File: src/rtl/lc3_mem_arbiter.sv
// lc3_mem_arbiter: shares one LC-3 memory port between the core (port 0) and a
// loader/debug master (port 1). Round-robin on ties, one access in flight,
// request fields latched at grant, and an access that never completes is aborted
// after TIMEOUT busy cycles and reported with err alongside the owner's done.
module lc3_mem_arbiter #(
  parameter int AW      = 16,
  parameter int DW      = 16,
  parameter int TIMEOUT = 15
) (
  input  logic          clock,
  input  logic          reset,
  input  logic          req0,
  input  logic          rd0,
  input  logic [AW-1:0] addr0,
  input  logic [DW-1:0] din0,
  output logic          gnt0,
  output logic          done0,
  output logic [DW-1:0] dout0,
  input  logic          req1,
  input  logic          rd1,
  input  logic [AW-1:0] addr1,
  input  logic [DW-1:0] din1,
  output logic          gnt1,
  output logic          done1,
  output logic [DW-1:0] dout1,
  output logic          mem_en,
  output logic          mem_rd,
  output logic [AW-1:0] mem_addr,
  output logic [DW-1:0] mem_din,
  input  logic [DW-1:0] mem_dout,
  input  logic          complete,
  output logic          err
);

  typedef enum logic [1:0] {
    IDLE = 2'd0,
    BUSY = 2'd1,
    RESP = 2'd2
  } state_t;

  // Last busy cycle index before an access is declared dead.
  localparam logic [7:0] TIMEOUT_LAST = 8'(TIMEOUT - 1);

  state_t        state_r, state_s;
  logic          owner_r, owner_s;   // port holding the current grant
  logic          last_r, last_s;     // port served most recently (tie-break)
  logic [7:0]    cnt_r, cnt_s;
  logic          pick_s;
  logic          gnt0_r, gnt0_s, gnt1_r, gnt1_s;
  logic          done0_r, done0_s, done1_r, done1_s;
  logic          err_r, err_s;
  logic          mem_en_r, mem_en_s;
  logic          mem_rd_r, mem_rd_s;  // doubles as the latched direction
  logic [AW-1:0] mem_addr_r, mem_addr_s;
  logic [DW-1:0] mem_din_r, mem_din_s;
  logic [DW-1:0] dout0_r, dout0_s, dout1_r, dout1_s;

  assign gnt0     = gnt0_r;
  assign gnt1     = gnt1_r;
  assign done0    = done0_r;
  assign done1    = done1_r;
  assign err      = err_r;
  assign mem_en   = mem_en_r;
  assign mem_rd   = mem_rd_r;
  assign mem_addr = mem_addr_r;
  assign mem_din  = mem_din_r;
  assign dout0    = dout0_r;
  assign dout1    = dout1_r;

  // Next-state and next-output logic; every output is registered from these values.
  always_comb begin
    state_s    = state_r;
    owner_s    = owner_r;
    last_s     = last_r;
    cnt_s      = cnt_r;
    pick_s     = 1'b0;
    gnt0_s     = gnt0_r;
    gnt1_s     = gnt1_r;
    done0_s    = 1'b0;
    done1_s    = 1'b0;
    err_s      = 1'b0;
    mem_en_s   = mem_en_r;
    mem_rd_s   = mem_rd_r;
    mem_addr_s = mem_addr_r;
    mem_din_s  = mem_din_r;
    dout0_s    = dout0_r;
    dout1_s    = dout1_r;
    case (state_r)
      IDLE: begin
        if (req0 || req1) begin
          // On a tie the port that was not served last wins.
          if (req0 && req1) begin
            pick_s = ~last_r;
          end else if (req1) begin
            pick_s = 1'b1;
          end else begin
            pick_s = 1'b0;
          end
          owner_s  = pick_s;
          gnt0_s   = ~pick_s;
          gnt1_s   = pick_s;
          cnt_s    = 8'd0;
          mem_en_s = 1'b1;
          if (pick_s) begin
            mem_rd_s   = rd1;
            mem_addr_s = addr1;
            mem_din_s  = rd1 ? {DW{1'b0}} : din1;
          end else begin
            mem_rd_s   = rd0;
            mem_addr_s = addr0;
            mem_din_s  = rd0 ? {DW{1'b0}} : din0;
          end
          state_s = BUSY;
        end else begin
          state_s = IDLE;
        end
      end
      BUSY: begin
        cnt_s = cnt_r + 8'd1;
        // A completion in the final busy cycle beats the timeout.
        if (complete) begin
          if (mem_rd_r && owner_r) begin
            dout1_s = mem_dout;
          end else if (mem_rd_r) begin
            dout0_s = mem_dout;
          end else begin
            dout0_s = dout0_r;
          end
          done0_s  = ~owner_r;
          done1_s  = owner_r;
          mem_en_s = 1'b0;
          mem_rd_s = 1'b1;
          state_s  = RESP;
        end else if (cnt_r == TIMEOUT_LAST) begin
          done0_s  = ~owner_r;
          done1_s  = owner_r;
          err_s    = 1'b1;
          mem_en_s = 1'b0;
          mem_rd_s = 1'b1;
          state_s  = RESP;
        end else begin
          state_s = BUSY;
        end
      end
      RESP: begin
        gnt0_s  = 1'b0;
        gnt1_s  = 1'b0;
        last_s  = owner_r;
        state_s = IDLE;
      end
      default: begin
        state_s = IDLE;
      end
    endcase
  end

  // State and output registers with synchronous reset.
  always_ff @(posedge clock) begin
    if (reset) begin
      state_r    <= IDLE;
      owner_r    <= 1'b0;
      last_r     <= 1'b1;
      cnt_r      <= 8'd0;
      gnt0_r     <= 1'b0;
      gnt1_r     <= 1'b0;
      done0_r    <= 1'b0;
      done1_r    <= 1'b0;
      err_r      <= 1'b0;
      mem_en_r   <= 1'b0;
      mem_rd_r   <= 1'b1;
      mem_addr_r <= {AW{1'b0}};
      mem_din_r  <= {DW{1'b0}};
      dout0_r    <= {DW{1'b0}};
      dout1_r    <= {DW{1'b0}};
    end else begin
      state_r    <= state_s;
      owner_r    <= owner_s;
      last_r     <= last_s;
      cnt_r      <= cnt_s;
      gnt0_r     <= gnt0_s;
      gnt1_r     <= gnt1_s;
      done0_r    <= done0_s;
      done1_r    <= done1_s;
      err_r      <= err_s;
      mem_en_r   <= mem_en_s;
      mem_rd_r   <= mem_rd_s;
      mem_addr_r <= mem_addr_s;
      mem_din_r  <= mem_din_s;
      dout0_r    <= dout0_s;
      dout1_r    <= dout1_s;
    end
  end

endmodule
File: config.mk
export PLATFORM = sky130hd
export DESIGN_NAME = lc3_mem_arbiter
export DESIGN_NICKNAME = d
export VERILOG_FILES = /design/src/rtl/lc3_mem_arbiter.sv
export SDC_FILE = /design/constraint.sdc
export NUM_CORES = 1
export LEC_CHECK = 0
export CAP_MARGIN = 20
export CORE_MARGIN = 4
export CORE_UTILIZATION = 41
export DETAILED_ROUTE_END_ITERATION = 7
export PLACE_DENSITY = 0.81
export SLEW_MARGIN = 10
export SYNTH_ARGS = -nofsm -noshare
export SYNTH_HDL_FRONTEND = slang
export SYNTH_SLANG_ARGS = --single-unit
File: constraint.sdc
create_clock -name clock -period 1.95 [get_ports clock]
set_input_delay 0.2925 -clock clock [delete_from_list [all_inputs] [get_ports clock]]
set_output_delay 0.2925 -clock clock [all_outputs]
set_load 0.1 [all_outputs]
# Word-level counts from Yosys, hierarchy flattened
# Index checks and enable logic that the tools add are counted.
# Widths: inputs -> output; s select.
# classes
add_sub_neg	1
eq_ne	5
mux	32
bitwise_logic	5
n_reduce_logical	14
# op_table
op	n
$mux 16	4
$mux 1	19
$pmux 8 s2	1
$add 8x1->8 const B	1
$eq 8x4->1 const B	1
$mux 8	1
$pmux 1 s2	4
$reduce_and 2->1	3
$reduce_and 3->1	2
$not 1->1	5
$mux 2	2
$pmux 2 s2	1
$reduce_and 4->1	1
$reduce_bool 2->1	2
$ne 3x3->1 const B	1
$reduce_or 3->1	1
$eq 2x1->1 const B	1
$eq 2x2->1 const B	1
$logic_and 1x1->1	2
$logic_not 2->1	1
$ne 2x2->1 const B	1
$reduce_or 2->1	1
$logic_or 1x1->1	1
# word_totals
reg_bits	83
out_inout_bits	71
word_cells	72

# Logic depth before layout (Yosys ltp)
# Gate-level depths: netlist of run 1.
# logic_depth
depth_word	7
mapped_depth	6
mapped_depth_nobuf	5

# Worst setup path after synthesis of run 1
# No wires, ideal clock.
# synth_timing
kind	reg2reg
startpoint	register mem_rd_r, in the netlist mem_rd
endpoint	register dout0_r[10], in the netlist dout0[10]
setup_time_ns	0.132
arrival_time_ns	2.012
t_required_ns	1.818
setup_slack_ns	-0.194
stages_incl_launch_ff	7
path_buffers	2
period_less_slack_ns	2.144
cell_sequence	dfxtp_1 -> nand2_1 -> or3_1 -> clkbuf_1 -> clkbuf_1 -> nand2_1 -> a21oi_1
# synth_via
elab_chain_len	3
# synth_rtl
item	line_no	rtl
start, declared	53	logic mem_rd_r, mem_rd_s;
start signal, assigned	186	mem_rd_r <= mem_rd_s;
$logic_and 1x1->1	122	if (mem_rd_r && owner_r) begin
$not 1->1 (no line)	n/a	
$reduce_and 4->1 (no line) *	n/a	
end signal, assigned	173	dout0_r <= {DW{1'b0}};
end signal, assigned	189	dout0_r <= dout0_s;
end, declared	56	logic [DW-1:0] dout0_r, dout0_s, dout1_r, dout1_s;
# Mark *: on every way between the ends. The rest lies on a longest branch, timed or not.
# A chain may end at the register's enable or synchronous reset.

# Worst setup path in the final report of run 1
# layout_timing
startpoint	register state_r[1]
endpoint	register mem_din_r[11], in the netlist mem_din[11]
# layout_via
elab_chain_len	2
# layout_rtl
item	line_no	rtl
start, declared	44	state_t state_r, state_s;
start signal, assigned	176	state_r <= state_s;
$logic_not 2->1	88	case (state_r)
$reduce_and 2->1 (no line)	n/a	
end signal, assigned	172	mem_din_r <= {DW{1'b0}};
end signal, assigned	188	mem_din_r <= mem_din_s;
end, declared	55	logic [DW-1:0] mem_din_r, mem_din_s;
# Every way passes these cells.

==> impl_metrics.yaml, run 1 <==
sta:
  timing.final.crit_share_pct: 89.3
  fin_ws_ns: 0.209
  drv_slew: 0
  fmax_ghz: 0.574
  fin_crit_ns: 1.74
  relSlewSlack_pct: 57.0
  setup_violations: 0
  tightestPinTransition_ns: 0.644
  whs_ns: 0.283
  finalHoldViolCount: 0
  clock_skew_ns: 0.00418
  rsz0062_at_grt: "false"
setup_path:
  critical_path_peak_fanout: 16
  reg2reg_from: "state_r[1]"
  crit_slowest_cell: "dfxtp_1"
  cp.arrival_ns: 1.98
  critical_path_class: "reg2reg"
  crit-reg2reg-capture: "mem_din[11]"
  worstSetupStartpointType: "flop"
  cp_slowest_stage_delay_ns: 0.43
  crit_chain: "or2_0, buf_4, and4bb_2, and2_1, a221o_2"
  reg2reg_depth: 5
  cp.required_ns: 2.19
  reg2reg_slack_ns: 0.21
  crit_path_end_kind: "flop"
  path_delay_family: "simple AND/OR/NAND/NOR gates"
  timing.critical_path.buf_inv: 1
die:
  die_x_um: 97.6
  die_area_mm2: 0.00952
  core_mm2: 0.00777
  io_pins: 158
  initial_core_util_pct: 42.3
  rows: 32
  die_y_um: 97.6
synthesis:
  ys_dominant_reg_cell: "dfxtp_1"
  synth.area.mux_share_pct: 6.24
  synth_nets: 455
  avgSynthCellArea_um2: 8.98
  synthesis.instances: 366
  synth-xor-area-share_pct: 0
  synth_fa_ha_area_share_pct: 0.761
  ys_types: 41
  synth_compound_area_share_pct: 17.8
  postSynth.asyncResetShare_pct: 0
  ys_warn_count: 0
  synth_edf_count: 0
  synth_top_family_by_area: "simple AND/OR/NAND/NOR gates"
  ys_seq_area_share_pct: 50.5
  syn-cell-area_mm2: 0.00329
  synth_seq_cells: 83
  synth_simple_gate_area_share_pct: 20.8
drt:
  antenna_left: 0
  first_pass_iters: 4
  drt-initial-drc-count: 75
  drc: 0
  wirelength_um: 9310
  wl_per_cell_um: 14.8
  vias: 3192
  via_per_inst: 5.07
clock_network:
  cts_made_buffers: 9
  ctsHtreeMaxLevel: 3
  clockBufferDepth: 2
  cts_tree: "yes"
  cts-root-buf: "clkbuf_8"
  post_cts_buffers: 0
  clk_pin_slew_worst_paths_ns: 0.08
  clkSinkCount: 83
  clk_latency_ns: 0.35
layout:
  fill_cells: 666
  synthToLayoutAreaGrowth_pct: 52.3
  final_common_cell: "clkdlybuf4s50_1"
  final_nets: 611
  n_antenna_cell: 0
  drive_gt1_share_pct: 22.6
  final_cell_mix: "85 x clkdlybuf4s50_1, 83 x buf_4, 82 x dfxtp_1"
  instances_no_fill: 629
power_and_ir_drop:
  peakVddDrop_v: 0.000349
  power_leakage_nw: 2.02
  power.density_mw_per_mm2: 857
grt:
  antenna_found_initial: 0
  grt_max_degree: 60
  grt.overflow.total: 0
  grt_usage_pct: 19.3
  grt_pass1_vias: 3223
  grt_pass1_wl_um: 15100
place:
  io_buffers: 157
  dpl.hpwl_um: 7070
  dp.cells: 613
  gp_congestion: 0.801
  pre_cts_slack_ns: -0.367
flow_run:
  cap_violations: 0
hold_path:
  holdPathEnd: "cnt_r[1]"
  min_path_cells: 2
  hp-start: "reset"
  hp-class: "in2reg"
run_status:
  status: "complete, no violations"
kinds of logic (layout without fill, tap and decap cells):
kind of cell | count (synthesis) | in the layout
compound gates | 87 | 87
buf+inv | 29 | 190
simple gates | 145 | 145
mux | 20 | 20
flops | 83 | 83
fa+ha+maj | 2 | 2
power breakdown:
part,switching [mW],leakage [nW],internal (mW)
Sequential,0.0526,0.677,1.79
Combinational,0.859,1.25,0.377
Clock,0.594,0.0926,0.626
layout make-up:
class / instances / area (um2) / share of cell area (%)
Sequential cell: 83 / 1660 / 33.2
Multi-Input combinational cell: 254 / 1510 / 30.1
Timing Repair Buffer: 170 / 1500 / 29.9
Clock buffer: 12 / 145 / 2.90
Tap cell: 102 / 128 / 2.55
Clock inverter: 4 / 50.0 / 1.00
Inverter: 4 / 15.0 / 0.300
metal layers:
layer | share of wire [%] | vias up | track usage (%)
li1 | - | 1593 | -
met1 | 42 | 1430 | 23.1
met2 | 45 | 151 | 30.7
met3 | 11 | 18 | 8.47
met4 | 2.0 | 0 | 6.60
met5 | 0 | - | 0
worst max path at each step:
stage | start | end | slack (ns) | cells past startpoint
floorplan | mem_rd | dout0[10] | 0.16 | 6
global placement | req0 | mem_din[8] | -0.31 | 6
detailed placement | req0 | mem_din[11] | -0.37 | 6
CTS | state_r[1] | mem_din[11] | 0.20 | 5
global route | state_r[1] | mem_din[11] | 0.08 | 5
finish | state_r[1] | mem_din[11] | 0.21 | 5
repair_timing:
action | in CTS | in global routing
hold buffers | 0 | 0
endpoints found under the setup margin | 16 | 0
resized for setup | 1 | 0
synth_stat cells, types with 2 or more instances:
cell / count / share of area [%]
a31oi_1: 2 / 0.38
a221o_1: 10 / 3.0
and2_0: 7 / 1.3
nor2b_1: 2 / 0.38
buf_1: 4 / 0.46
mux2_2: 4 / 1.4
nor3_1: 4 / 0.61
or3_1: 2 / 0.38
nand4_1: 2 / 0.38
a211oi_1: 18 / 4.1
and2_1: 10 / 1.9
inv_1: 4 / 0.46
dfxtp_1: 83 / 51
or2_2: 2 / 0.38
ha_1: 2 / 0.76
nand3_1: 3 / 0.46
nor4_1: 4 / 0.76
nor2_1: 29 / 3.3
nand2_1: 70 / 8.0
nand2b_1: 2 / 0.38
mux2i_1: 16 / 4.9
a21oi_1: 39 / 5.9
buf_2: 4 / 0.61
o21ai_0: 7 / 1.1
clkbuf_1: 15 / 1.7
a221o_2: 6 / 2.1
registers in the layout, summed over array words and instances (netlist names):
| name | flops |
|---|---|
| cnt_r | 8 |
| done0 | 1 |
| mem_din | 16 |
| mem_rd | 1 |
| mem_en | 1 |
| gnt1 | 1 |
| dout1 | 16 |
| owner_r | 1 |
| done1 | 1 |
| gnt0 | 1 |
| last_r | 1 |
| mem_addr | 16 |
| dout0 | 16 |
| err | 1 |
| state_r | 2 |
through the flow:
stage | utilization [%] | power, mW | TNS (ns) | area [um2]
2_1_floorplan | - | 2.72 | 0 | 3290
3_3_place_gp | 61.9 | 3.11 | -4.77 | 4810
3_5_place_dp | 61.9 | 3.12 | -5.71 | 4810
4_1_cts | 64.5 | 4.34 | 0 | 5010
5_1_grt | 64.5 | 4.48 | 0 | 5010
6_report | 64.5 | 4.29 | 0 | 5010
(Power assumes the default switching activity.)
==> run 2: changes to the inputs <==
CORE_UTILIZATION = 40   (was 41)
GPL_TIMING_DRIVEN = 1   (was not set)
PLACE_DENSITY = 0.79   (was 0.81)
==> run 2 against run 1 <==
Flip-flop and latch count stayed put. Global-route usage is 1.3 points lower. Sequential share of layout area fell by 0.14 points. Setup slack worse by 0.058 ns. Non-clock buffer count is 3 higher. Register-to-register slack lost 0.06 ns. First-iteration DRC count rose by 61%. Clock power about the same. Critical path type unchanged. Wire length decreased by 3.6%.
==> impl_metrics.yaml, run 2 (synthesis gave the netlist of run 1 again) <==
run_status:
  status: "complete, no violations"
layout:
  final_common_cell: "buf_4"
  fill_cells: 678
  drive_gt1_share_pct: 22.9
  final_nets: 614
  n_antenna_cell: 0
  final_cell_mix: "86 x buf_4, 85 x clkdlybuf4s50_1, 82 x dfxtp_1"
  seq_area_mm2: 0.00166
  multi_input_area_mm2: 0.00151
  synthToLayoutAreaGrowth_pct: 52.9
sta:
  relSlewSlack_pct: 58.7
  finalHoldViolCount: 0
  timing.final.crit_share_pct: 92.3
  tns_ns: 0
  clock_skew_ns: 0.00651
  fmax_ghz: 0.556
  setup_violations: 0
  tightestPinTransition_ns: 0.619
  rsz0062_at_grt: "false"
  fin_crit_ns: 1.80
  drv_slew: 0
setup_path:
  reg2reg_from: "state_r[1]"
  cp.required_ns: 2.18
  crit_slowest_cell: "dfxtp_1"
  timing.critical_path.buf_inv: 0
  cp.arrival_ns: 2.03
  reg2reg_slack_ns: 0.15
  worstSetupStartpointType: "flop"
  reg2reg_depth: 4
  critical_path_peak_fanout: 16
  crit_chain: "or2_0, and4bb_2, and2_1, a221o_2"
  cp_slowest_stage_delay_ns: 0.42
  path_delay_family: "simple AND/OR/NAND/NOR gates"
  crit-reg2reg-capture: "mem_din[8]"
  crit_path_end_kind: "flop"
  critical_path_class: "reg2reg"
drt:
  via_per_inst: 4.98
  vias: 3144
  wirelength_um: 8980
  antenna_left: 0
  drt-initial-drc-count: 121
  first_pass_iters: 4
  drc: 0
  wl_per_cell_um: 14.2
place:
  io_buffers: 157
  gp_congestion: 0.797
  dpl.hpwl_um: 6820
die:
  initial_core_util_pct: 41.9
  core_mm2: 0.00785
  die_y_um: 98.7
  die_x_um: 98.7
  die_area_mm2: 0.00973
  io_pins: 158
  rows: 32
clock_network:
  cts_hold_buf: 0
  clkSinkCount: 83
  post_cts_buffers: 0
  post_cts_resized: 1
  cts-root-buf: "clkbuf_8"
  clockBufferDepth: 2
  ctsHtreeMaxLevel: 3
  clk_pin_slew_worst_paths_ns: 0.08
  cts_made_buffers: 9
  clk_latency_ns: 0.34
  cts_tree: "yes"
grt:
  antenna_found_initial: 0
  grt.overflow.total: 0
  grt_pass1_vias: 3077
  grt_max_degree: 42
  grt_pass1_wl_um: 14400
  use_met2_pct: 28.4
  grt_usage_pct: 18.0
  gr-max-usage-layer: "met2"
  grt_use_met1_pct: 22.1
  use_met3_pct: 8.14
hold_path:
  holdPathEnd: "dout1[11]"
  hp-class: "reg2reg"
  min_path_cells: 2
  hp-start: "dout1[11]"
power_and_ir_drop:
  peakVddDrop_v: 0.000391
  power.density_mw_per_mm2: 854
  design_power_total_mw: 4.30
  power_leakage_nw: 2.04
flow_run:
  cap_violations: 0
-- run 2: layout make-up --
class	instances	share of cell area [%]
Clock buffer	13	3.16
Sequential cell	83	33.1
Clock inverter	2	0.697
Inverter	4	0.299
Tap cell	102	2.54
Multi-Input combinational cell	254	30.0
Timing Repair Buffer	173	30.3
-- run 2: power by group --
part           internal, mW  leakage (nW)  switching, mW
registers              1.79         0.677         0.0546
clock network         0.655        0.0995          0.566
logic                 0.379          1.27          0.855
-- run 2: worst max path at each step --
stage / startpoint / endpoint / slack [ns] / cells past startpoint
global route: state_r[1] / mem_din[8] / 0.05 / 4
detailed placement: req1 / mem_din[6] / -0.27 / 6
finish: state_r[1] / mem_din[8] / 0.15 / 4
CTS: state_r[1] / mem_din[11] / 0.16 / 4
global placement: req1 / mem_din[6] / -0.23 / 6
floorplan: mem_rd / dout0[10] / 0.16 / 6
-- run 2: per-stage QoR --
step | utilization, % | cells | instance area [um2] | hold slack, ns | setup WS [ns]
global placement | 61.6 | 616 | 4830 | 0.443 | -0.234
floorplan | - | 366 | 3290 | 0.369 | 0.163
detailed placement | 61.6 | 616 | 4830 | 0.450 | -0.275
global route | 64.1 | 631 | 5030 | 0.473 | 0.0458
finish | 64.1 | 631 | 5030 | 0.458 | 0.151
CTS | 64.1 | 631 | 5030 | 0.439 | 0.156
-- run 2: routing by layer --
layer  part of all wire (%)  routed length, um
met4                   0.95                 85
met2                     44               3940
met3                     13               1140
met1                     42               3820
met5                      0                  0
-- run 2: worst register-to-register path, stage by stage, from the launching register on --
cell	delay (ns)
dfxtp_1	0.42
or2_0	0.40
and4bb_2	0.39
and2_1	0.19
a221o_2	0.29
==> run 3: changes to the inputs <==
clock period = 1.7 ns   (was 1.95 ns; I/O delays follow)
==> run 3 against run 2 <==
Clock-buffer cell count is the same. Die area unchanged. Register-to-register slack is essentially flat. Clock skew increased by 0.0010 ns. Sequential power rose by 17%. Critical path depth is 2 higher. Combinational power is 37% higher. Setup slack worse by 0.062 ns. Flip-flop and latch count unchanged. Non-clock buffer count is 4 higher. Wire length increased by 13%. Critical path type is now in2reg.
==> impl_metrics.yaml, run 3 (synthesis gave the netlist of run 1 again) <==
setup_path:
  critical_path_peak_fanout: 16
  crit_slowest_cell: "clkdlybuf4s50_1"
  reg2reg_from: "state_r[1]"
  crit-reg2reg-capture: "mem_din[7]"
  crit_chain: "clkdlybuf4s50_1, nor2_1, buf_4, and4bb_2, and2_1, a221o_2"
  critical_path_class: "in2reg"
  reg2reg_slack_ns: 0.15
  cp.arrival_ns: 1.84
  worstSetupStartpointType: "input pin"
  crit_path_end_kind: "flop"
  cp_slowest_stage_delay_ns: 0.44
  reg2reg_depth: 5
  cp.required_ns: 1.93
clock_network:
  clkSinkCount: 83
  cts_hold_buf: 0
  cts_made_buffers: 9
  cts-root-buf: "clkbuf_8"
  clk_latency_ns: 0.35
  clockBufferDepth: 2
  ctsHtreeMaxLevel: 3
  clk_pin_slew_worst_paths_ns: 0.08
  cts_tree: "yes"
  post_cts_buffers: 0
power_and_ir_drop:
  p_int_mw: 3.38
  power_leakage_nw: 2.27
  peakVddDrop_v: 0.000450
  pwr-share-clk_pct: 25.8
  p_comb_share_pct: 32.4
  p_sw_share_pct: 34.5
  power.density_mw_per_mm2: 870
  seqPwrFrac_pct: 41.8
  p_switching_mw: 1.79
drt:
  drt-initial-drc-count: 135
  vias: 3306
  drc: 0
  first_pass_iters: 5
  antenna_left: 0
  wl_per_cell_um: 16.0
  via_per_inst: 5.20
  wirelength_um: 10200
grt:
  grt_use_met1_pct: 23.1
  grt.overflow.total: 0
  grt_pass1_vias: 3400
  antenna_found_initial: 0
  use_met2_pct: 36.0
  grt_max_degree: 51
  grt_pass1_wl_um: 16400
  use_met3_pct: 10.0
  gr-max-usage-layer: "met2"
  grt_usage_pct: 20.9
sta:
  tns_ns: 0
  timing.final.crit_share_pct: 94.8
  fin_ws_ns: 0.0891
  rsz0062_at_grt: "false"
  drv_slew: 0
  relSlewSlack_pct: 58.5
  clock_skew_ns: 0.00752
  tightestPinTransition_ns: 0.622
  setup_violations: 0
  fmax_ghz: 0.621
  finalHoldViolCount: 0
  fin_crit_ns: 1.61
place:
  io_buffers: 157
  gp_congestion: 0.867
  pre_cts_slack_ns: -0.501
  dpl.hpwl_um: 8190
  dp.cells: 620
layout:
  final_nets: 618
  fill_cells: 544
  drive_gt1_share_pct: 23.6
  synthToLayoutAreaGrowth_pct: 80.8
  final_common_cell: "clkdlybuf4s50_1"
  instances_no_fill: 636
  final_cell_mix: "85 x clkdlybuf4s50_1, 82 x dfxtp_1, 72 x buf_12"
  n_antenna_cell: 0
die:
  io_pins: 158
  rows: 32
  die_y_um: 98.7
  die_area_mm2: 0.00973
  core_mm2: 0.00785
  die_x_um: 98.7
  initial_core_util_pct: 41.9
hold_path:
  min_path_cells: 3
  hp-start: "reset"
  hp-class: "in2reg"
  holdPathEnd: "mem_addr[9]"
flow_run:
  cap_violations: 0
run_status:
  status: "complete, no violations"
## run 3: metal layers
layer / up-vias / part of all wire [%]
met4: 0 / 0.79
met3: 6 / 12
met2: 158 / 49
li1: 1604 / -
met1: 1538 / 38
met5: - / 0
## run 3: power by group through the flow
stage	clock network [mW]	registers, mW	logic, mW
5_1_grt	1.46	2.17	1.74
6_report	1.33	2.16	1.68
4_1_cts	1.37	2.16	1.68
3_5_place_dp	0	2.21	1.68
3_3_place_gp	0	2.20	1.65
2_1_floorplan	0	2.83	0.285
## run 3: final cells by class
| cell class | instances | area [um2] | share of cell area, % |
|---|---|---|---|
| well taps | 102 | 128 | 2.15 |
| multi-input cells | 254 | 1510 | 25.4 |
| flip-flops and latches | 83 | 1670 | 28.0 |
| clock inverters | 3 | 20.0 | 0.337 |
| inverters | 4 | 15.0 | 0.253 |
| repair buffers | 177 | 2440 | 41.0 |
| clock buffers | 13 | 170 | 2.86 |
## run 3: worst max-delay path by stage
| stage | endpoint | cells past startpoint | slack, ns | start |
|---|---|---|---|---|
| 2_1_floorplan | mem_din[11] | 6 | 0.05 | state_r[1] |
| 3_3_place_gp | mem_din[8] | 6 | -0.40 | req1 |
| 5_1_grt | mem_din[7] | 6 | 0.04 | req1 |
| 3_5_place_dp | mem_din[7] | 6 | -0.50 | req1 |
| 4_1_cts | mem_din[9] | 4 | 0.09 | state_r[1] |
| 6_report | mem_din[9] | 6 | 0.09 | req1 |
## run 3: worst max-delay path, delay by kind of cell
family                 cells  cell delay, ns
AOI/OAI and AO/OA          1            0.29
buffers and inverters      2            0.60
and+or+nand+nor            3            0.69
## run 3: through the flow
stage | area [um2] | util, % | hold WS, ns | power (mW)
2_1_floorplan | 3290 | - | 0.331 | 3.12
5_1_grt | 5950 | 75.8 | 0.389 | 5.37
4_1_cts | 5950 | 75.8 | 0.363 | 5.21
3_5_place_dp | 5750 | 73.3 | 0.487 | 3.89
3_3_place_gp | 5750 | 73.3 | 0.481 | 3.85
6_report | 5950 | 75.8 | 0.378 | 5.17
## run 3: timing repair
item,in CTS,in global routing
gates resized for setup,1,1
endpoints found under the setup margin,16,1
pin swaps,0,0
